**src/rtl/id_ex_stage.sv**
```systemverilog
// ID/EX pipeline register with load-use hazard detection and branch-flush bubbles.
// Two saturating counters record the number of stall edges and the number of flush edges.
module id_ex_stage #(
  parameter int DATA_W = 32,
  parameter int CNT_W  = 16
) (
  input  logic              clk,
  input  logic              reset,
  input  logic              id_valid,
  input  logic [DATA_W-1:0] id_pc,
  input  logic [DATA_W-1:0] id_rd1,
  input  logic [DATA_W-1:0] id_rd2,
  input  logic [DATA_W-1:0] id_imm,
  input  logic [4:0]        id_rs1,
  input  logic [4:0]        id_rs2,
  input  logic [4:0]        id_rd,
  input  logic [2:0]        id_funct3,
  input  logic [6:0]        id_funct7,
  input  logic              id_alusrc,
  input  logic              id_memtoreg,
  input  logic              id_regwrite,
  input  logic              id_memread,
  input  logic              id_memwrite,
  input  logic              id_branch,
  input  logic [1:0]        id_aluop,
  input  logic              ex_flush,
  output logic              pc_write,
  output logic              ifid_write,
  output logic              hazard,
  output logic              ex_valid,
  output logic [DATA_W-1:0] ex_pc,
  output logic [DATA_W-1:0] ex_rd1,
  output logic [DATA_W-1:0] ex_rd2,
  output logic [DATA_W-1:0] ex_imm,
  output logic [4:0]        ex_rs1,
  output logic [4:0]        ex_rs2,
  output logic [4:0]        ex_rd,
  output logic [2:0]        ex_funct3,
  output logic [6:0]        ex_funct7,
  output logic              ex_alusrc,
  output logic              ex_memtoreg,
  output logic              ex_regwrite,
  output logic              ex_memread,
  output logic              ex_memwrite,
  output logic              ex_branch,
  output logic [1:0]        ex_aluop,
  output logic [CNT_W-1:0]  stall_cnt,
  output logic [CNT_W-1:0]  flush_cnt
);

  logic rs2_used;
  logic rd_match;
  logic load_use;
  logic bubble;

  // Only R-type, branch and store instructions actually read rs2.
  assign rs2_used = !id_alusrc || id_memwrite;
  assign rd_match = (ex_rd == id_rs1) || (rs2_used && (ex_rd == id_rs2));
  assign load_use = reset && id_valid && ex_valid && ex_memread &&
                    (ex_rd != 5'd0) && rd_match;

  // A taken branch kills the dependent instruction, so the stall is pointless.
  assign hazard     = load_use && !ex_flush;
  assign pc_write   = !hazard;
  assign ifid_write = !hazard;
  assign bubble     = ex_flush || hazard;

  always_ff @(posedge clk) begin
    if (!reset) begin
      ex_valid    <= 1'b0;
      ex_alusrc   <= 1'b0;
      ex_memtoreg <= 1'b0;
      ex_regwrite <= 1'b0;
      ex_memread  <= 1'b0;
      ex_memwrite <= 1'b0;
      ex_branch   <= 1'b0;
      ex_aluop    <= 2'b00;
    end else if (bubble || !id_valid) begin
      ex_valid    <= 1'b0;
      ex_alusrc   <= 1'b0;
      ex_memtoreg <= 1'b0;
      ex_regwrite <= 1'b0;
      ex_memread  <= 1'b0;
      ex_memwrite <= 1'b0;
      ex_branch   <= 1'b0;
      ex_aluop    <= 2'b00;
    end else begin
      ex_valid    <= 1'b1;
      ex_alusrc   <= id_alusrc;
      ex_memtoreg <= id_memtoreg;
      ex_regwrite <= id_regwrite;
      ex_memread  <= id_memread;
      ex_memwrite <= id_memwrite;
      ex_branch   <= id_branch;
      ex_aluop    <= id_aluop;
    end
  end

  // Data fields are don't-care inside a bubble; they simply hold during a stall.
  always_ff @(posedge clk) begin
    if (!reset) begin
      ex_pc     <= '0;
      ex_rd1    <= '0;
      ex_rd2    <= '0;
      ex_imm    <= '0;
      ex_rs1    <= 5'd0;
      ex_rs2    <= 5'd0;
      ex_rd     <= 5'd0;
      ex_funct3 <= 3'd0;
      ex_funct7 <= 7'd0;
    end else if (!hazard) begin
      ex_pc     <= id_pc;
      ex_rd1    <= id_rd1;
      ex_rd2    <= id_rd2;
      ex_imm    <= id_imm;
      ex_rs1    <= id_rs1;
      ex_rs2    <= id_rs2;
      ex_rd     <= id_rd;
      ex_funct3 <= id_funct3;
      ex_funct7 <= id_funct7;
    end
  end

  always_ff @(posedge clk) begin
    if (!reset) begin
      stall_cnt <= '0;
      flush_cnt <= '0;
    end else begin
      if (hazard && (stall_cnt != {CNT_W{1'b1}}))
        stall_cnt <= stall_cnt + CNT_W'(1);
      if (ex_flush && (flush_cnt != {CNT_W{1'b1}}))
        flush_cnt <= flush_cnt + CNT_W'(1);
    end
  end

endmodule

```
**config.mk**
```make
export PLATFORM = sky130hd
export DESIGN_NAME = id_ex_stage
export DESIGN_NICKNAME = d
export VERILOG_FILES = /design/src/rtl/id_ex_stage.sv
export SDC_FILE = /design/constraint.sdc
export NUM_CORES = 1
export LEC_CHECK = 0
export ABC_AREA = 0
export CORE_AREA = 5 5 171 173
export CTS_BUF_LIST = sky130_fd_sc_hd__clkbuf_2
export DETAILED_ROUTE_END_ITERATION = 10
export DIE_AREA = 0 0 176 178
export PLACE_DENSITY = 0.59
export SYNTH_ARGS = -nofsm -noshare
export SYNTH_HDL_FRONTEND = slang
export SYNTH_SLANG_ARGS = --single-unit
```
**constraint.sdc**
```tcl
create_clock -name clk -period 5.8 [get_ports clk]
set_input_delay 1.45 -clock clk [delete_from_list [all_inputs] [get_ports clk]]
set_output_delay 1.45 -clock clk [all_outputs]
set_load 0.1 [all_outputs]
```
* Word level (Yosys, flattened, before mapping) *
Index checks and enable logic that the tools add are counted.

word-level totals
  register bits after elaboration = 194
  input bits = 165
  output and inout bits = 197

cells by class
  add/subtract/negate cells = 2
  eq/ne operators = 4
  multiplexer cells = 1
  bitwise gates (word level) = 1
  reductions and logical operators = 19

operators with widths
  cell                                            count
  adder 16 x 1 -> 16 bit (second input constant)  2
  != test 16 bit (second input constant)          2
  equality test 5 bit                             2
  logical AND 1 bit                               9
  nonzero test 5 bit                              1
  zero test 1 bit                                 4
  logical OR 1 bit                                4
  OR reduction 2 bit                              1
  two-way mux 1 bit                               1
  NOT 1 bit                                       1

* Depth between registers and ports, before layout *
  depth after elaboration = 9
  depth in mapped cells = 10
  mapped depth without buffers = 6

* Least setup slack after synthesis *
No wires, ideal clock.

  kind = in2out
  start point = in id_rs2[3]
  end point = out pc_write
  data arrival time = 3.148 ns
  data required time = 4.350 ns
  setup slack = 1.202 ns
  stages on the path = 7
  path buffers = 3
  cells stage by stage = xor2_1 -> a2111oi_2 -> a22oi_1 -> or2_4 -> buf_6 -> buf_4 -> buf_4

on the way
  cells in the longest elaborated chain, start to end = 6

ends and longest elaborated chain
  item                 line  text
  from (decl)          15    input logic [4:0] id_rs2,
  equality test 5 bit  58    assign rd_match = (ex_rd == id_rs1) || (rs2_used && (ex_rd == id_rs2));
  logical AND 1 bit    58
  logical OR 1 bit     58
  logical AND 1 bit    60    (ex_rd != 5'd0) && rd_match;
  logical AND 1 bit    63    assign hazard = load_use && !ex_flush;
  zero test 1 bit      -
  to (decl)            27    output logic pc_write,

Every way passes these cells.

* Worst setup path after layout *
  start point = in id_rs2[3]
  end point = out hazard

on the way
  cells in the longest elaborated chain, start to end = 5

ends and longest elaborated chain
  item                 line  text
  equality test 5 bit  58
  logical AND 1 bit    58
  logical OR 1 bit     58
  logical AND 1 bit    60
  logical AND 1 bit    63
  to (decl)            29    output logic hazard,

Every way passes these cells.

==> results.py <==
metrics = {
    "synth": {
        "synth-async-reset-ratio": 0,
        "synth_ff_type": "dfxtp_1",
        "synth_edf_count": 0,
        "synth_seq_cells": 194,
        "ys_warn_count": 0,
        "syn_inst": 893,
        "synth_nets": 1060,
        "ys_types": 41,
        "syn_area_per_cell_um2": 9.040,
        "syn_area_um2": 8073,
        "ys_seq_area_frac": 0.4811,
    },
    "final_layout": {
        "final_common_cell": "clkdlybuf4s50_1",
        "nNetsFinal": 1395,
        "drive_gt1_frac": 0.03707,
        "area_growth_pct": 50.45,
        "finalNonFillerCells": 1588,
        "final_cell_mix": "clkdlybuf4s50_1 (357), nand2_1 (225), dfxtp_1 (194)",
        "design_area_um2": 12150,
    },
    "cts": {
        "cts_resized": 0,
        "max-clock-path-buffers": 2,
        "root_buffer": "clkbuf_2",
        "clk_pin_slew_worst_paths_ns": 0.34,
        "cts_num_sinks": 194,
        "cts_setup_buffers": 0,
        "htreeDepth": 4,
        "cts_tree": "built",
        "cts_buffers": 17,
        "clock_latency_ns": 0.76,
        "hold_buffers": 0,
    },
    "grt": {
        "antenna_found_initial": 1,
        "grt_max_degree": 92,
        "groute.usage.overall": 0.1529,
        "gr-total-overflow": 0,
        "grt_pass1_wl_mm": 38.10,
        "grt_pass1_vias": 6863,
    },
    "drt": {
        "drtIter0Drc": 379,
        "postRouteAntennaNets": 0,
        "viasPerCell": 4.459,
        "routed_wl_mm": 25.33,
        "num_vias": 7081,
        "wl_per_cell_um": 15.95,
        "dr.pass1.iters": 6,
        "route.detailed.drc": 0,
    },
    "sta": {
        "slew_violations": 0,
        "hold_viol": 0,
        "whs_ns": 0.4669,
        "max_slew.worst_pin.slew_ns": 1.081,
        "skew_ns": 0.07284,
        "setup_violations": 0,
        "fin_ws_ns": 0.8424,
        "slew-limit-headroom": 0.2772,
        "fin_crit_sh": 0.8548,
        "final.setup.tns_ns": 0,
        "finalCriticalPeriod_ns": 4.958,
        "grt_setup_unrepaired": "no",
        "max_freq_ghz": 0.2017,
    },
    "worst_setup_path": {
        "crit_path_end_kind": "output pin",
        "cp_max_fo": 15,
        "crit_arrival_ns": 3.51,
        "cp-start-kind": "primary input",
        "crit_required_ns": 4.35,
        "worstSetupPathType": "primary input to output pin",
    },
    "placement": {
        "gp_congestion": 0.8211,
        "dp_slack_ns": 0.7947,
        "placed_area_um2": 11910,
        "dp_hpwl_mm": 18.76,
        "placed_cells": 1555,
        "port_buffers": 361,
    },
    "min_path": {
        "hold_path.class": "flop to flop",
    },
    "floorplan": {
        "die_x_um": 176,
        "pin_count": 362,
        "core_area_um2": 27480,
        "die_area_um2": 31330,
        "start_util": 0.2938,
        "dieHeight_um": 178,
        "rows": 61,
    },
    "pwr": {
        "ir_drop_mv": 0.09543,
        "powerDensity_nw_per_um2": 239.0,
        "p_leak_nw": 5.261,
    },
    "status": {
        "status": "finished, final reports clean",
    },
    "job": {
        "cap_violations": 0,
    },
}
## cell usage after synthesis, drive strengths merged (4+ instances only)
master | instances | area [um^2]
nand3 | 12 | 60.06
nand2b | 4 | 25.02
buf | 20 | 171.4
o31ai | 10 | 75.07
clkbuf | 32 | 120.1
inv | 102 | 385.4
nor3 | 6 | 30.03
and4 | 8 | 70.07
and2 | 12 | 75.07
mux2i | 157 | 1572
nand4 | 11 | 68.82
nor2 | 16 | 60.06
nand2 | 226 | 855.8
xnor2 | 12 | 105.1
o211ai | 4 | 30.03
dfxtp | 194 | 3884
or4 | 11 | 82.58
xor2 | 11 | 96.34
a21oi | 14 | 70.07
o21ai | 7 | 35.03
## routing by layer
| metal | part of all wire | GRT usage |
|---|---|---|
| met1 | 0.45 | 0.1953 |
| met2 | 0.45 | 0.2431 |
| met3 | 0.082 | 0.05511 |
| met4 | 0.023 | 0.04711 |
| met5 | 0 | 0 |
## layout make-up
type / instances / area [um^2]
diodes: 1 / 2.502
clock buffers: 17 / 85.08
clock inverters: 15 / 146.4
fillers: 2700 / 15330
inverters: 102 / 385.4
multi-input cells: 545 / 3512
flip-flops and latches: 194 / 3884
well taps: 346 / 432.9
repair buffers: 368 / 3697
## cells by family after synthesis
group / count (synthesis) / synth area share
buffers and inverters: 154 / 0.08385
flip-flops: 194 / 0.4811
multiplexers: 157 / 0.1947
AO/OA/AOI/OAI: 41 / 0.03301
adder cells (fa/ha/maj): 2 / 0.003099
XOR/XNOR: 23 / 0.02495
AND/OR/NAND/NOR: 322 / 0.1793
## power by group
| group | leakage (nW) | total (mW) | switching [mW] | internal [mW] |
|---|---|---|---|---|
| Clock | 0.139 | 0.671 | 0.534 | 0.137 |
| Combinational | 3.52 | 0.799 | 0.563 | 0.237 |
| Sequential | 1.61 | 1.43 | 0.0328 | 1.40 |
| Total | 5.26 | 2.90 | 1.13 | 1.77 |
## final timing paths
kind              from   endpoint  slack (ns)  cells past startpoint
max          id_rs2[3]     hazard        0.84                      7
min          ex_pc[12]  ex_pc[12]        0.47                      2
min reg2reg  ex_pc[12]  ex_pc[12]        0.47                      2
max reg2reg   ex_rd[0]  ex_pc[27]        2.64                      6
## per-stage QoR
stage | power (mW) | utilization
global route | 3.043 | 0.4420
detailed placement | 2.259 | 0.4335
global placement | 2.254 | 0.4335
finish | 2.903 | 0.4420
CTS | 2.957 | 0.4419
floorplan | 1.992 | -
## sequential cells by signal (all words and copies together) (netlist names)
| signal | count |
|---|---|
| ex_funct3 | 3 |
| ex_pc | 32 |
| ex_memwrite | 1 |
| ex_imm | 32 |
| ex_valid | 1 |
| ex_aluop | 2 |
| ex_rd | 5 |
| flush_cnt | 16 |
| ex_alusrc | 1 |
| ex_regwrite | 1 |
| stall_cnt | 16 |
| ex_funct7 | 7 |
| ex_rd2 | 32 |
| ex_memread | 1 |
| ex_rs2 | 5 |
| ex_rs1 | 5 |
| ex_memtoreg | 1 |
| ex_branch | 1 |
| ex_rd1 | 32 |
## worst max-delay path, cell delays in order
cell             delay (ns)
clkdlybuf4s50_1        0.43
xor2_1                 0.17
a2111oi_2              0.34
a22oi_1                0.21
or2_4                  0.41
inv_4                  0.26
buf_12                 0.21
No activity file was read; power rests on OpenSTA's default activity.
